[src/rtl/dongle_pkg.sv]
// dongle_pkg: shared mode encoding and config-select constants for the cartridge dongle.
package dongle_pkg;
  localparam int MODE_W = 2;
  typedef enum logic [MODE_W-1:0] {
    MODE_OFF  = 2'd0,
    MODE_CNT  = 2'd1,
    MODE_LFSR = 2'd2,
    MODE_HOLD = 2'd3
  } mode_e;
  localparam logic CFG_SEL_SEED = 1'b0;
  localparam logic CFG_SEL_TAP  = 1'b1;
endpackage

[src/rtl/cart_strobe_sync.sv]
// cart_strobe_sync: 2-flop synchroniser for the async ROM select strobe, plus one-clk rise pulse.
module cart_strobe_sync (
  input  logic clk,
  input  logic reset_n,
  input  logic sel_n_i,
  output logic sel_s_o,
  output logic rise_o
);
  logic s1_q, s2_q, d_q;
  // Flops reset to idle-high so reset release never fakes an access edge.
  always_ff @(posedge clk or negedge reset_n) begin
    if (!reset_n) {s1_q, s2_q, d_q} <= 3'b111;
    else {s1_q, s2_q, d_q} <= {sel_n_i, s1_q, s2_q};
  end
  assign sel_s_o = s2_q;
  assign rise_o  = s2_q & ~d_q;
endmodule

[src/rtl/cart_lfsr_dongle.sv]
// cart_lfsr_dongle: Atari ST cartridge copy-protection dongle emulator (counter/LFSR key state).
// Define CART_DONGLE_CFG_EN to make seed and tap registers writable through cfg_*.
module cart_lfsr_dongle
  import dongle_pkg::*;
#(
  parameter int                 STATE_W  = 16,
  parameter int                 DATA_W   = 1,
  parameter int                 ADDR_W   = 2,
  parameter logic [STATE_W-1:0] TAP_MASK = 16'hB400,
  parameter logic [STATE_W-1:0] SEED     = 16'h0001
) (
  input  logic               clk,
  input  logic               reset_n,
  input  logic               rom_sel_n,
  input  logic [ADDR_W-1:0]  addr,
  input  logic [MODE_W-1:0]  mode,
  input  logic               cfg_we,
  input  logic               cfg_sel,
  input  logic [STATE_W-1:0] cfg_data,
  output logic [DATA_W-1:0]  data_out,
  output logic               data_oe,
  output logic [STATE_W-1:0] state_q
);
  logic sel_s, rise, wr_seed, wr_hold, inj, reload;
  logic [ADDR_W-1:0] addr_cap_q, addr_cap_d;
  logic [STATE_W-1:0] state_d, seed, taps, seed_wr, cnt_nxt, lfsr_nxt, upd;
  mode_e m;

  cart_strobe_sync u_sync (
    .clk     (clk),
    .reset_n (reset_n),
    .sel_n_i (rom_sel_n),
    .sel_s_o (sel_s),
    .rise_o  (rise)
  );

`ifdef CART_DONGLE_CFG_EN
  logic [STATE_W-1:0] seed_q, taps_q;
  assign wr_hold = cfg_we;
  assign wr_seed = cfg_we && cfg_sel == CFG_SEL_SEED;
  assign seed_wr = cfg_data == '0 ? SEED : cfg_data;
  assign seed    = seed_q;
  assign taps    = taps_q;
  always_ff @(posedge clk or negedge reset_n) begin
    if (!reset_n) begin
      seed_q <= SEED;
      taps_q <= TAP_MASK;
    end else begin
      if (wr_seed) seed_q <= seed_wr;
      if (cfg_we && cfg_sel == CFG_SEL_TAP && cfg_data != '0) taps_q <= cfg_data;
    end
  end
`else
  logic unused_cfg;
  assign unused_cfg = ^{cfg_we, cfg_sel, cfg_data};
  assign wr_hold    = 1'b0;
  assign wr_seed    = 1'b0;
  assign seed_wr    = SEED;
  assign seed       = SEED;
  assign taps       = TAP_MASK;
`endif

  always_comb begin
    m          = mode_e'(mode);
    addr_cap_d = sel_s ? addr_cap_q : addr;
    inj        = addr_cap_q[0];
    reload     = &addr_cap_q[ADDR_W-1:1];
    cnt_nxt    = state_q + STATE_W'(1) + STATE_W'(inj);
    lfsr_nxt   = {state_q[STATE_W-2:0], ^(state_q & taps) ^ inj};
    // Reload applies in every active mode; an all-zero LFSR result would lock up, so reseed.
    upd        = m == MODE_OFF ? state_q :
                 reload ? seed :
                 m == MODE_CNT ? cnt_nxt :
                 m == MODE_HOLD ? state_q :
                 lfsr_nxt == '0 ? seed : lfsr_nxt;
    state_d    = wr_seed ? seed_wr : (rise && !wr_hold) ? upd : state_q;
  end

  always_ff @(posedge clk or negedge reset_n) begin
    if (!reset_n) begin
      state_q    <= SEED;
      addr_cap_q <= '0;
      data_out   <= SEED[STATE_W-1 -: DATA_W];
      data_oe    <= 1'b0;
    end else begin
      state_q    <= state_d;
      addr_cap_q <= addr_cap_d;
      data_out   <= state_q[STATE_W-1 -: DATA_W];
      data_oe    <= ~sel_s & (m != MODE_OFF);
    end
  end
endmodule
[config.mk]
export PLATFORM = sky130hd
export DESIGN_NAME = cart_lfsr_dongle
export DESIGN_NICKNAME = d
export VERILOG_FILES = /design/src/rtl/dongle_pkg.sv /design/src/rtl/cart_strobe_sync.sv /design/src/rtl/cart_lfsr_dongle.sv
export SDC_FILE = /design/constraint.sdc
export NUM_CORES = 1
export LEC_CHECK = 0
export CORE_ASPECT_RATIO = 1.4
export CORE_MARGIN = 8
export CORE_UTILIZATION = 47
export CTS_CLUSTER_SIZE = 16
export DETAILED_ROUTE_END_ITERATION = 12
export PLACE_DENSITY = 0.8
export SLEW_MARGIN = 15
export SYNTH_ARGS = -nofsm -noshare
export SYNTH_HDL_FRONTEND = slang
export SYNTH_SLANG_ARGS = --single-unit
[constraint.sdc]
create_clock -name clk -period 2.98 [get_ports clk]
set_clock_uncertainty 0.15 [all_clocks]
set_input_delay 0.894 -clock clk [delete_from_list [all_inputs] [get_ports clk]]
set_output_delay 0.894 -clock clk [all_outputs]
set_load 0.02 [all_outputs]
* Word level (Yosys, flattened, before mapping)
Cells that the tools add are included.
Word-level totals: output and inout bits 18, input bits 25, register bits after elaboration 23
Operators by class: add/sub/neg operators 2, reduce and logical (&&, ||, !) cells 5, muxes and demuxes 4, eq/ne operators 3, bitwise gates (word level) 6
Operator list (number):
- 16-bit two-way mux | 4
- 16-bit by 1-bit adder with 16-bit output | 1
- 16-bit by 1-bit adder with 16-bit output (second input constant) | 1
- 16-bit zero test | 1
- 16-bit XOR reduction | 1
- 3-bit != test (second input constant) | 1
- 1-bit inverter | 3
- 3-bit AND reduction | 1
- 1-bit bitwise AND | 2
- 2-bit by 1-bit equality test with 1-bit output (second input constant) | 1
- 2-bit equality test (second input constant) | 1
- 2-bit zero test | 1
- 2-bit nonzero test | 1
- 1-bit bitwise XOR | 1

* Logic depth before layout (Yosys ltp)
depth after elaboration 7, depth in mapped cells 8, gate-level depth less buffers 8

* By module
A second synthesis with hierarchy kept.
Second synthesis, totals: cells, all modules 156, area, all modules 1435.1 sq um
By module, submodules not included:
- cart_lfsr_dongle | times used 1, sequential area each 501.7 sq um, area an instance 1342.5 sq um, cells each 152
- cart_strobe_sync | times used 1, sequential area each 78.8 sq um, area an instance 92.6 sq um, cells each 4

* Worst setup path before layout
Ideal clock, no wire load.
kind register to register, from register state_q[0], to register state_q[14], slack 0.572 ns, arrival 2.171 ns, stages on the path, launching flop included 9, path buffers 0, path through dfstp_2 -> inv_1 -> ha_1 -> inv_1 -> ha_1 -> nand4_4 -> or4_4 -> or3_1 -> o211ai_1
On the way: word-level cells in the longest chain between the ends 5, elaborated cells between the ends (all ways) 7
Ends and longest elaborated chain:
- start, declared | RTL line cart_lfsr_dongle.sv:22 | output logic [STATE_W-1:0] state_q
- start signal, assigned | RTL line cart_lfsr_dongle.sv:86 | state_q <= state_d;
- parallel branches: the longest is 3 deep, another holds 16-bit by 1-bit adder with 16-bit output
- 16-bit two-way mux * | RTL line cart_lfsr_dongle.sv:73 | m == MODE_CNT ? cnt_nxt :
- 16-bit two-way mux * | RTL line cart_lfsr_dongle.sv:72 | reload ? seed :
Every way passes the cells marked *. The select of a mux whose other input is x is not followed. A chain may end at the register's enable or synchronous reset.

* Final worst setup path
from register state_q[3], to output state_q[3]
No word-level cell between the ends.

==> impl_metrics.json <==
{
  "rrSetupSlack_ns": 0.47,
  "placed_area_mm2": 0.00169,
  "fin_setup_tns_ns": 0,
  "holdPathEnd": "u_sync.sel_s_o",
  "period_share_pct": 85.1,
  "yosys-top-cells-area": "dfrtp_1, dfstp_2, o21ai_0, mux2_2, nor4_1",
  "critPathCaptureType": "output pin",
  "hp-class": "flip-flop to flip-flop",
  "fin_nets": 200,
  "fillers": 266,
  "finalSetupViolCount": 0,
  "fmax_mhz": 394,
  "critPathBufInv": 1,
  "drtIter0Drc": 68,
  "chipWidth_um": 62.5,
  "total_power_mw": 0.828,
  "rows": 23,
  "crit-reg2reg-launch": "state_q[0]",
  "clkTransAtPathRegs_ns": 0.08,
  "crit_path_start_kind": "flip-flop",
  "worst_pin_slew_ns": 0.585,
  "rsz0062_at_grt": "false",
  "yosysTopAreaCell": "dfrtp_1",
  "worst_path_largest_cell_delay_ns": 0.68,
  "cts_tree": "built",
  "viasPerCell": 6.33,
  "power.density_mw_per_mm2": 476,
  "stdcell_area_mm2": 0.00174,
  "place.gp.congestion": 0.901,
  "start_util_pct": 49.5,
  "insertion_delay_ns": 0.27,
  "cts.repair.resized": 0,
  "grt-ovfl-total": 0,
  "synth_top_area_share_pct": 33.4,
  "grt_pass1_wl_mm": 6.26,
  "cts.sinks": 23,
  "synthMuxAreaShare_pct": 4.65,
  "port_buffers": 24,
  "antenna_cells": 0,
  "ant_nets": 0,
  "grt_use_total_pct": 15.0,
  "netlist_top_cells_count": "dfrtp_1, o21ai_0, nand2_1",
  "worst-setup-path-type": "flip-flop to output pin",
  "required_ns": 1.94,
  "holdBufCountCts": 0,
  "post_cts_buffers": 0,
  "hold_start": "u_sync.s1_q",
  "firstDrtPassIters": 4,
  "drcViolationCount": 0,
  "synth.avg_cell_area_um2": 9.56,
  "syn_area_mm2": 0.00143,
  "syn2layout_area_growth_pct": 21.9,
  "path_max_fanout": 9,
  "die-area_mm2": 0.00508,
  "synth_most_common_cell": "dfrtp_1",
  "ys_ff_latch": 23,
  "grt_pass1_vias": 1349,
  "grt_max_degree": 24,
  "routed_wl_mm": 3.55,
  "ys_types": 48,
  "r2r_cells": 8,
  "layout-drive-gt1-share_pct": 13.5,
  "htreeDepth": 1,
  "synth_xor_area_share_pct": 1.84,
  "min_path_cells": 0,
  "drv_cap": 0,
  "hold_violations": 0,
  "p_leak_nw": 0.652,
  "synth-warning-count": 0,
  "slowest_stage": "clkdlybuf4s50_1",
  "clock_path_buffers": 2,
  "root_buffer": "clkbuf_8",
  "slew_headroom_pct": 60.7,
  "min_period_ns": 2.54,
  "synth_nets": 177,
  "cts_inserted_buffers": 3,
  "detail_route.wl_per_cell_um": 17.1,
  "vias": 1316,
  "synth_flop_cell": "dfrtp_1",
  "coreArea_mm2": 0.00288,
  "synthArstFlopShare_pct": 100,
  "ys_seq_area_share_pct": 40.7,
  "synth_simple_gate_area_share_pct": 23.6,
  "status": "finished clean",
  "io_pins": 43,
  "maxSlewViolCount": 0,
  "synthAdderAreaFrac_pct": 2.63,
  "ir_drop_v": 0.000413,
  "crit_arrival_ns": 1.49,
  "place_hpwl_mm": 2.58,
  "antenna_found_initial": 0,
  "fp.dieH_um": 81.2,
  "worstPathCellList": "clkdlybuf4s50_1",
  "crit_family": "buffers and inverters",
  "synth_compound_area_share_pct": 21.5,
  "syn_inst": 149,
  "synth_top_family_by_area": "simple AND/OR/NAND/NOR gates",
  "synth-edff-count": 0,
  "r2r-end": "state_q[14]"
}
final cells by class:
cell class | count | area, µm² | share of cell area (%)
clock buffer | 4 | 45.0 | 2.59
tap | 37 | 46.3 | 2.66
timing repair buffer | 27 | 263 | 15.1
multi-input combinational | 109 | 773 | 44.5
sequential | 23 | 581 | 33.4
inverter | 8 | 30.0 | 1.73
cells by family after synthesis:
| group | count (synthesis) |
|---|---|
| xor+xnor | 3 |
| mux | 6 |
| flops | 23 |
| buf+inv | 17 |
| simple gates | 55 |
| fa+ha+maj | 3 |
| compound gates | 42 |
stage by stage:
stage / util [%] / cells / hold slack, ns / setup slack, ns
floorplan: - / 149 / 0.195 / 0.572
global placement: 58.8 / 204 / 0.196 / 0.370
detailed placement: 58.8 / 204 / 0.200 / 0.323
CTS: 60.4 / 208 / 0.212 / 0.435
global route: 60.4 / 208 / 0.216 / 0.304
finish: 60.4 / 208 / 0.211 / 0.444
cell usage in the layout (no fill, tap or decap), drive strengths merged, types with 3 or more instances in the layout:
cell	count
a32oi	4
nor4	8
clkbuf	4
a32o	3
dfrtp	19
inv	8
o41ai	3
mux2	5
nand2b	3
nand3	6
nor2	7
a21oi	5
ha	3
nand2	11
dfstp	4
buf	3
o21ai	12
nor3	4
nand3b	3
clkdlybuf4s50	24
worst max path at each step:
stage	startpoint	end	depth (start not counted)
floorplan	state_q[0]	state_q[14]	8
global placement	mode[1]	state_q[12]	5
detailed placement	mode[0]	state_q[7]	6
CTS	state_q[2]	state_q[2]	1
global route	state_q[0]	state_q[14]	8
finish	state_q[3]	state_q[3]	1
registers in the layout, summed over array words and instances, names as in the netlist:
| signal | flops |
|---|---|
| state_q | 16 |
| data_out | 1 |
| u_sync.sel_s_o | 1 |
| u_sync.s1_q | 1 |
| u_sync.d_q | 1 |
| data_oe | 1 |
| addr_cap_q | 2 |
routing by layer:
metal | wire length (µm) | vias up | global-route usage (%)
met3 | 235 | 9 | 2.89
met2 | 1770 | 55 | 25.2
met5 | 0 | - | 0
met4 | 80 | 0 | 8.47
li1 | - | 615 | -
met1 | 1460 | 637 | 17.8
power breakdown:
group	internal (mW)	total [mW]	leakage [nW]	switching [mW]
Clock	0.0956	0.195	0.0228	0.0995
Combinational	0.107	0.223	0.330	0.116
Sequential	0.345	0.410	0.299	0.0646
Note: power is estimated with default switching activity, not from simulation.
